### config.mk
export PLATFORM = sky130hd
export DESIGN_NAME = ysyx_23060096_lsu_flat
export DESIGN_NICKNAME = d
export VERILOG_FILES = /design/src/rtl/ysyx_23060096_lsu_if.sv /design/src/rtl/ysyx_23060096_lsu.sv /design/src/flat_wrapper.sv
export SDC_FILE = /design/constraint.sdc
export NUM_CORES = 1
export LEC_CHECK = 0
export ABC_CLOCK_PERIOD_IN_PS = 1800
export CORE_UTILIZATION = 39
export CTS_CLUSTER_SIZE = 14
export DETAILED_ROUTE_END_ITERATION = 10
export PLACE_DENSITY = 0.75
export SETUP_SLACK_MARGIN = 0.5
export SKIP_CTS_REPAIR_TIMING = 1
export SYNTH_ARGS = -nofsm -noshare
export SYNTH_HDL_FRONTEND = slang
export SYNTH_SLANG_ARGS = --single-unit
### constraint.sdc
create_clock -name clk -period 1.8 [get_ports clk]
set_input_delay 0.36 -clock clk [delete_from_list [all_inputs] [get_ports clk]]
set_output_delay 0.36 -clock clk [all_outputs]
set_load 0.01 [all_outputs]
### src/rtl/ysyx_23060096_lsu_if.sv
// ysyx_23060096_lsu bus bundles.
//   ysyx_23060096_lsu_core_if : core <-> LSU request/response channel
//                               (master = core, slave = LSU).
//   ysyx_23060096_lsu_mem_if  : LSU <-> data memory request/grant/response bus
//                               (master = LSU, slave = memory).
// Both bundles carry the ADDR_W parameter. Data width is fixed at 32.

interface ysyx_23060096_lsu_core_if #(
  parameter int ADDR_W = 32
) ();
  logic              req_valid;
  logic              req_ready;
  logic              req_wen;
  logic [2:0]        req_memop;
  logic [ADDR_W-1:0] req_addr;
  logic [31:0]       req_wdata;
  logic              resp_valid;
  logic [31:0]       resp_rdata;
  logic              resp_err;
  logic              busy;

  modport master (
    output req_valid, req_wen, req_memop, req_addr, req_wdata,
    input  req_ready, resp_valid, resp_rdata, resp_err, busy
  );

  modport slave (
    input  req_valid, req_wen, req_memop, req_addr, req_wdata,
    output req_ready, resp_valid, resp_rdata, resp_err, busy
  );
endinterface

interface ysyx_23060096_lsu_mem_if #(
  parameter int ADDR_W = 32
) ();
  logic              mem_req;
  logic              mem_we;
  logic [ADDR_W-1:0] mem_addr;
  logic [31:0]       mem_wdata;
  logic [3:0]        mem_wstrb;
  logic              mem_gnt;
  logic              mem_rvalid;
  logic [31:0]       mem_rdata;

  modport master (
    output mem_req, mem_we, mem_addr, mem_wdata, mem_wstrb,
    input  mem_gnt, mem_rvalid, mem_rdata
  );

  modport slave (
    input  mem_req, mem_we, mem_addr, mem_wdata, mem_wstrb,
    output mem_gnt, mem_rvalid, mem_rdata
  );
endinterface

### src/rtl/ysyx_23060096_lsu.sv
// ysyx_23060096_lsu: load/store unit of the ysyx_23060096 RV32 core.
// Takes one memory operation at a time from the core, runs it on the
// request/grant/response data bus and returns extended load data.
// FSM: IDLE -> REQ -> (WAIT) -> RESP -> IDLE; illegal ops go IDLE -> RESP.
// Every output is a register or a decode of the state register.
// Optional feature: define YSYX_23060096_LSU_MISALIGN_TRAP_EN to flag
// misaligned halfword/word accesses as errors (no bus access). Without it,
// misaligned halfwords use lanes {addr[1],0} and misaligned words lane 0.

module ysyx_23060096_lsu #(
  parameter int ADDR_W = 32
) (
  input  logic                           clk,
  input  logic                           rstn,
  ysyx_23060096_lsu_core_if.slave        core,
  ysyx_23060096_lsu_mem_if.master        mem
);

  typedef enum logic [1:0] {
    IDLE,
    REQ,
    WAIT,
    RESP
  } state_t;

  state_t state, state_n;

  // Accept-time decode
  logic              accept;
  logic [1:0]        req_off;
  logic              memop_legal;
  logic              acc_err;
  logic [1:0]        lane;
  logic [3:0]        wstrb_n;
  logic [31:0]       wdata_n;
`ifdef YSYX_23060096_LSU_MISALIGN_TRAP_EN
  logic              misalign;
`endif

  // Latched operation
  logic [2:0]        memop_q;
  logic [1:0]        lane_q;
  logic              err_q;
  logic              mem_we_q;
  logic [ADDR_W-1:0] mem_addr_q;
  logic [31:0]       mem_wdata_q;
  logic [3:0]        mem_wstrb_q;
  logic [31:0]       rdata_q;

  // Load extraction
  logic [31:0]       rd_shifted;
  logic [31:0]       load_ext;

  assign accept  = (state == IDLE) && core.req_valid;
  assign req_off = core.req_addr[1:0];

  // MemOP legality: loads allow B/H/W/BU/HU, stores only B/H/W.
  always_comb begin
    memop_legal = 1'b0;
    case (core.req_memop)
      3'b000, 3'b001, 3'b010: memop_legal = 1'b1;
      3'b100, 3'b101:         memop_legal = ~core.req_wen;
      default:                memop_legal = 1'b0;
    endcase
  end

`ifdef YSYX_23060096_LSU_MISALIGN_TRAP_EN
  // Misaligned halfword (addr[0]) or word (addr[1:0] != 0) is trapped.
  always_comb begin
    misalign = 1'b0;
    case (core.req_memop[1:0])
      2'b01:   misalign = req_off[0];
      2'b10:   misalign = (req_off != 2'b00);
      default: misalign = 1'b0;
    endcase
    acc_err = ~memop_legal | misalign;
  end
`else
  // Only illegal MemOP encodings are errors.
  always_comb begin
    acc_err = ~memop_legal;
  end
`endif

  // Byte-lane offset: halfwords snap to {addr[1],0}, words to lane 0.
  // With the trap enabled these only differ for accesses that error out.
  always_comb begin
    lane = req_off;
    case (core.req_memop[1:0])
      2'b00:   lane = req_off;
      2'b01:   lane = {req_off[1], 1'b0};
      default: lane = 2'b00;
    endcase
  end

  // Store byte enables and lane-shifted store data; loads have no strobes.
  always_comb begin
    wstrb_n = 4'b0000;
    if (core.req_wen) begin
      case (core.req_memop[1:0])
        2'b00:   wstrb_n = 4'b0001 << lane;
        2'b01:   wstrb_n = 4'b0011 << lane;
        default: wstrb_n = 4'b1111;
      endcase
    end
    wdata_n = core.req_wdata << {lane, 3'b000};
  end

  // State register.
  always_ff @(posedge clk or negedge rstn) begin
    if (!rstn) begin
      state <= IDLE;
    end else begin
      state <= state_n;
    end
  end

  // Next-state logic.
  always_comb begin
    state_n = state;
    case (state)
      IDLE: if (core.req_valid) state_n = acc_err ? RESP : REQ;
      REQ:  if (mem.mem_gnt)    state_n = mem_we_q ? RESP : WAIT;
      WAIT: if (mem.mem_rvalid) state_n = RESP;
      RESP: state_n = IDLE;
      default: state_n = IDLE;
    endcase
  end

  // Select the addressed byte/halfword and extend it (word uses lane 0).
  always_comb begin
    rd_shifted = mem.mem_rdata >> {lane_q, 3'b000};
    case (memop_q[1:0])
      2'b00:   load_ext = {{24{~memop_q[2] & rd_shifted[7]}},  rd_shifted[7:0]};
      2'b01:   load_ext = {{16{~memop_q[2] & rd_shifted[15]}}, rd_shifted[15:0]};
      default: load_ext = rd_shifted;
    endcase
  end

  // Operation latch, bus fields, and response data/error registers.
  // Response registers are cleared on leaving RESP so they read 0 otherwise.
  always_ff @(posedge clk or negedge rstn) begin
    if (!rstn) begin
      memop_q     <= '0;
      lane_q      <= '0;
      err_q       <= 1'b0;
      mem_we_q    <= 1'b0;
      mem_addr_q  <= '0;
      mem_wdata_q <= '0;
      mem_wstrb_q <= '0;
      rdata_q     <= '0;
    end else begin
      if (accept) begin
        memop_q <= core.req_memop;
        lane_q  <= lane;
        err_q   <= acc_err;
        if (!acc_err) begin
          mem_we_q    <= core.req_wen;
          mem_addr_q  <= {core.req_addr[ADDR_W-1:2], 2'b00};
          mem_wdata_q <= wdata_n;
          mem_wstrb_q <= wstrb_n;
        end
      end
      if ((state == WAIT) && mem.mem_rvalid) begin
        rdata_q <= load_ext;
      end
      if (state == RESP) begin
        rdata_q <= '0;
        err_q   <= 1'b0;
      end
    end
  end

  assign core.req_ready  = (state == IDLE);
  assign core.busy       = (state != IDLE);
  assign core.resp_valid = (state == RESP);
  assign core.resp_rdata = rdata_q;
  assign core.resp_err   = err_q;

  assign mem.mem_req     = (state == REQ);
  assign mem.mem_we      = mem_we_q;
  assign mem.mem_addr    = mem_addr_q;
  assign mem.mem_wdata   = mem_wdata_q;
  assign mem.mem_wstrb   = mem_wstrb_q;

endmodule

### src/flat_wrapper.sv
// flat-port wrapper written by rule: the top's interface ports become plain ports
module ysyx_23060096_lsu_flat 
#(
  parameter int ADDR_W = 32
)
  (clk, rstn, core_req_valid, core_req_wen, core_req_memop, core_req_addr, core_req_wdata, core_req_ready, core_resp_valid, core_resp_rdata, core_resp_err, core_busy, mem_mem_req, mem_mem_we, mem_mem_addr, mem_mem_wdata, mem_mem_wstrb, mem_mem_gnt, mem_mem_rvalid, mem_mem_rdata);
  ysyx_23060096_lsu_core_if #(.ADDR_W(ADDR_W)) core_i ();
  ysyx_23060096_lsu_mem_if #(.ADDR_W(ADDR_W)) mem_i ();
  input  logic clk;
  input  logic rstn;
  input wire logic [$bits(core_i.req_valid)-1:0] core_req_valid;
  input wire logic [$bits(core_i.req_wen)-1:0] core_req_wen;
  input wire logic [$bits(core_i.req_memop)-1:0] core_req_memop;
  input wire logic [$bits(core_i.req_addr)-1:0] core_req_addr;
  input wire logic [$bits(core_i.req_wdata)-1:0] core_req_wdata;
  output wire logic [$bits(core_i.req_ready)-1:0] core_req_ready;
  output wire logic [$bits(core_i.resp_valid)-1:0] core_resp_valid;
  output wire logic [$bits(core_i.resp_rdata)-1:0] core_resp_rdata;
  output wire logic [$bits(core_i.resp_err)-1:0] core_resp_err;
  output wire logic [$bits(core_i.busy)-1:0] core_busy;
  output wire logic [$bits(mem_i.mem_req)-1:0] mem_mem_req;
  output wire logic [$bits(mem_i.mem_we)-1:0] mem_mem_we;
  output wire logic [$bits(mem_i.mem_addr)-1:0] mem_mem_addr;
  output wire logic [$bits(mem_i.mem_wdata)-1:0] mem_mem_wdata;
  output wire logic [$bits(mem_i.mem_wstrb)-1:0] mem_mem_wstrb;
  input wire logic [$bits(mem_i.mem_gnt)-1:0] mem_mem_gnt;
  input wire logic [$bits(mem_i.mem_rvalid)-1:0] mem_mem_rvalid;
  input wire logic [$bits(mem_i.mem_rdata)-1:0] mem_mem_rdata;
  assign core_i.req_valid = core_req_valid;
  assign core_i.req_wen = core_req_wen;
  assign core_i.req_memop = core_req_memop;
  assign core_i.req_addr = core_req_addr;
  assign core_i.req_wdata = core_req_wdata;
  assign core_req_ready = core_i.req_ready;
  assign core_resp_valid = core_i.resp_valid;
  assign core_resp_rdata = core_i.resp_rdata;
  assign core_resp_err = core_i.resp_err;
  assign core_busy = core_i.busy;
  assign mem_mem_req = mem_i.mem_req;
  assign mem_mem_we = mem_i.mem_we;
  assign mem_mem_addr = mem_i.mem_addr;
  assign mem_mem_wdata = mem_i.mem_wdata;
  assign mem_mem_wstrb = mem_i.mem_wstrb;
  assign mem_i.mem_gnt = mem_mem_gnt;
  assign mem_i.mem_rvalid = mem_mem_rvalid;
  assign mem_i.mem_rdata = mem_mem_rdata;
  ysyx_23060096_lsu #(.ADDR_W(ADDR_W)) u_core (.clk(clk), .rstn(rstn), .core(core_i), .mem(mem_i));
endmodule
==> impl_metrics.toml <==
[global_route]
grt_use_total_pct = 22.85
grt-ovfl-total = 0
grt_antenna_before_repair = 3
grt_first_pass_wirelength_mm = 23.45
grt_pass1_vias = 4579
grt_start_max_net_pins = 43

[outcome]
outcome = "finished with violations"
failed_checks = "negative setup slack"

[hold_path]
worstHoldStart = "mem_mem_rdata[31]"
hold_wc_path_type = "input pin to flip-flop"

[cts]
clock_path_buffers = 2
clock_latency_ns = 0.36
worst_setup_hold_path_clk_slew_ns = 0.08
cts_buffers = 9
cts.sink_count = 107
ctsHtreeMaxLevel = 3
tritoncts_clock_tree = "built"
clock-root-buffer = "clkbuf_16"

[logic_synthesis]
post_synth_inst_count = 454
synth_seq_area_share_pct = 51.67
postSynthAreaPerCell_um2 = 11.42
synth.top_cell.area_share_pct = 51.67
synth.cell_area_um2 = 5182
dominant_cells_by_area_after_synthesis = "dfrtp_1 (52%), mux2_2 (13%), mux2i_1 (8.7%)"
flip_flop_and_latch_count_after_synthesis = 107
synth-warning-count = 0
synth_area_leader_cell = "dfrtp_1"
yosysUniqueCellTypes = 34

[final_layout]
postLayoutCellArea_um2 = 9349
layout-area-overhead-vs-synth_pct = 80.40
drive_gt1_share_pct = 40.61
non_filler_instance_count_after_layout = 925
finalCoreUtilization_pct = 73.19
fillerInstances = 838
nets = 857

[timing]
final_max_slew_violation_count = 0
hold_violations = 0
period_minus_slack_ns = 1.813
hold_ws_ns = 0.4266
setup-violations-final = 3
final_setup_slack_of_the_worst_path_ns = -0.01321
setup-tns-final_ns = -0.03333
worst_clock_skew_ns = 0.008576
fin_crit_sh_pct = 100.7
unrepaired_setup_endpoints_after_global_routing = "true"
timing.fmax_ghz = 0.5515

[setup_path]
r2r-start = "u_core.state[1]$_DFFE_PN0P_"
timing.critical_path.required_ns = 2.05
crit_slowest_cell = "dfrtp_1"
crit_top_cell = "buf_6"
worstSetupStartpoint = "u_core.state[1]$_DFFE_PN0P_"
chain_of_cells_forming_the_critical_path = "buf_6, inv_6, ha_4, nand2_4, buf_6, nor2_4, clkbuf_16, mux2_2"
arrival_ns = 2.06
crit_fanout = 7
critical_path.startpoint_type = "flip-flop"
cp.buffers_inverters = 4
crit_path_max_incr_delay_ns = 0.42
path_class = "flip-flop to flip-flop"
cp_top_family = "buffers and inverters"
cp-end-kind = "flip-flop"

[pwr]
power_frac_comb_pct = 53.6
power.clock.fraction_pct = 16.1
p_total_mw = 14.37
p_seq_share_pct = 30.3
power_density_normalized_to_cell_area_nw_per_um2 = 1537
p_sw_mw = 5.130
power_switching_share_pct = 35.70
maximum_vdd_ir_drop_uv = 788.5
internal_power_mw = 9.239
power_leakage_nw = 4.827

[die]
die_width_um = 117.3
dieArea_um2 = 13750
io_pins = 211
chipHeight_um = 117.3
initial_utilization_pct = 40.57
placementRows = 41
floorplan.core_area_um2 = 12770

[placement]
buffer_ports.inserted = 208
place.detailed.instances = 844
detailed_place.area_um2 = 7840
detailed_place_hpwl_mm = 11.49
pre_cts_ws_ns = -0.4869
place_congestion = 0.8744

[drt]
drt_drc_violations_left = 0
route.antenna.remaining_nets = 0
vias_per_cell = 5.413
detailedRoute.firstIterationViolations = 286
wl_per_cell_um = 20.98
finalWirelength_mm = 19.41
drt_first_pass_iters = 5
routed-via-count = 5007

[job]
drv_cap = 0
-- final timing paths --
check	end	slack (ns)	depth (start not counted)
min	u_core.core.resp_rdata[31]$_DFFE_PN0P_	0.43	3
max reg2reg	u_core.mem.mem_wdata[28]$_DFFE_PN0P_	-0.01	8
min reg2reg	u_core.core.resp_rdata[10]$_DFFE_PN0P_	0.48	2
max	u_core.mem.mem_wdata[28]$_DFFE_PN0P_	-0.01	8
max in group asynchronous	u_core.mem.mem_addr[7]$_DFFE_PN0P_	0.70	3
min in group asynchronous	u_core.core.resp_rdata[22]$_DFFE_PN0P_	0.50	2
-- cell usage after synthesis --
cell type and instances:
dfrtp_1 107, mux2_2 58, nand2_1 50, o21ai_0 47, mux2i_1 45, a21oi_1 19, a221o_1 16, clkbuf_1 15
nor2_1 13, buf_2 12, nand3b_1 10, o31ai_1 10, nand3_1 8, ha_1 5, inv_1 5, nor2b_1 5
buf_4 3, a211oi_1 2, and2_1 2, buf_1 2, buf_6 2, mux4_2 2, nand2b_1 2, nor3_1 2
nor3b_2 2, o21bai_1 2, a2111oi_0 1, a21o_1 1, conb_1 1, nor3b_1 1, o211a_4 1, o211ai_1 1
o221ai_1 1, or2_2 1
-- final cells by class --
type / instances / area [um2] / share of cell area (%)
timing repair buffer: 314 / 3119 / 33.36
multi-input combinational: 310 / 2969 / 31.76
sequential: 107 / 2679 / 28.65
clock buffer: 9 / 225.2 / 2.409
tap: 172 / 215.2 / 2.302
clock inverter: 6 / 112.6 / 1.204
inverter: 5 / 23.77 / 0.2543
antenna: 2 / 5.005 / 0.05353
-- per-layer routing --
layer / routed length (um) / part of all wire, % / GRT usage [%]
met5: 14 / 0.072 / 0
met4: 504 / 2.6 / 9.958
met3: 1367 / 7.0 / 6.849
met2: 10090 / 52 / 39.10
met1: 7432 / 38 / 26.51
-- flip-flops by register name (all words and copies together), names as in the netlist --
name and flops:
u_core.state 2, u_core.mem.mem_wdata 32, u_core.core.resp_rdata 32, u_core.mem.mem_wstrb 4, u_core.lane_q 2, u_core.mem.mem_we 1, u_core.mem.mem_addr 30, u_core.core.resp_err 1
u_core.memop_q 3
-- logic make-up (layout without fill, tap and decap cells) --
kind of cell / count (synthesis) / count (layout) / synth area share [%]
DFF: 107 / 107 / 51.67
muxes: 105 / 105 / 22.16
AOI/OAI and AO/OA: 101 / 102 / 12.46
other: 1 / 4 / 0.07236
adders and majority gates: 5 / 5 / 1.207
and+or+nand+nor: 96 / 96 / 8.812
buffers and inverters: 39 / 334 / 3.621
-- worst register-to-register path, cell delays in order, from the launching register on --
cell       delay [ns]
dfrtp_1          0.42
buf_6            0.15
inv_6            0.07
ha_4             0.16
nand2_4          0.06
buf_6            0.13
nor2_4           0.17
clkbuf_16        0.20
mux2_2           0.34
-- power by group through the flow --
stage | combinational, mW | sequential, mW | clock [mW]
6_report | 7.70 | 4.36 | 2.31
5_1_grt | 8.17 | 4.46 | 2.42
4_1_cts | 6.32 | 4.29 | 2.33
3_5_place_dp | 6.28 | 4.31 | 0
3_3_place_gp | 6.15 | 4.25 | 0
2_1_floorplan | 2.42 | 4.66 | 0
-- placed cells by master, fill, tap and decap left out, types with 3 or more instances in the layout --
cell,instances
nor2_1,11
buf_12,11
a21oi_1,10
dfrtp_1,106
nand2_2,8
clkbuf_2,50
mux2_2,17
nand2_4,11
a21oi_2,9
nand3b_1,10
clkdlybuf4s50_1,98
o21ai_0,20
o21ai_2,6
dlymetal6s2s_1,55
inv_1,3
nor3b_4,3
mux2i_1,40
buf_6,19
clkbuf_16,17
o21ai_1,21
nor2b_1,3
nand3_1,8
nand2_1,31
bufinv_16,3
mux2i_4,3
buf_4,70
ha_4,3
a221o_1,16
o31ai_4,10
mux2_4,41
Power figures use the tool's default switching activity.
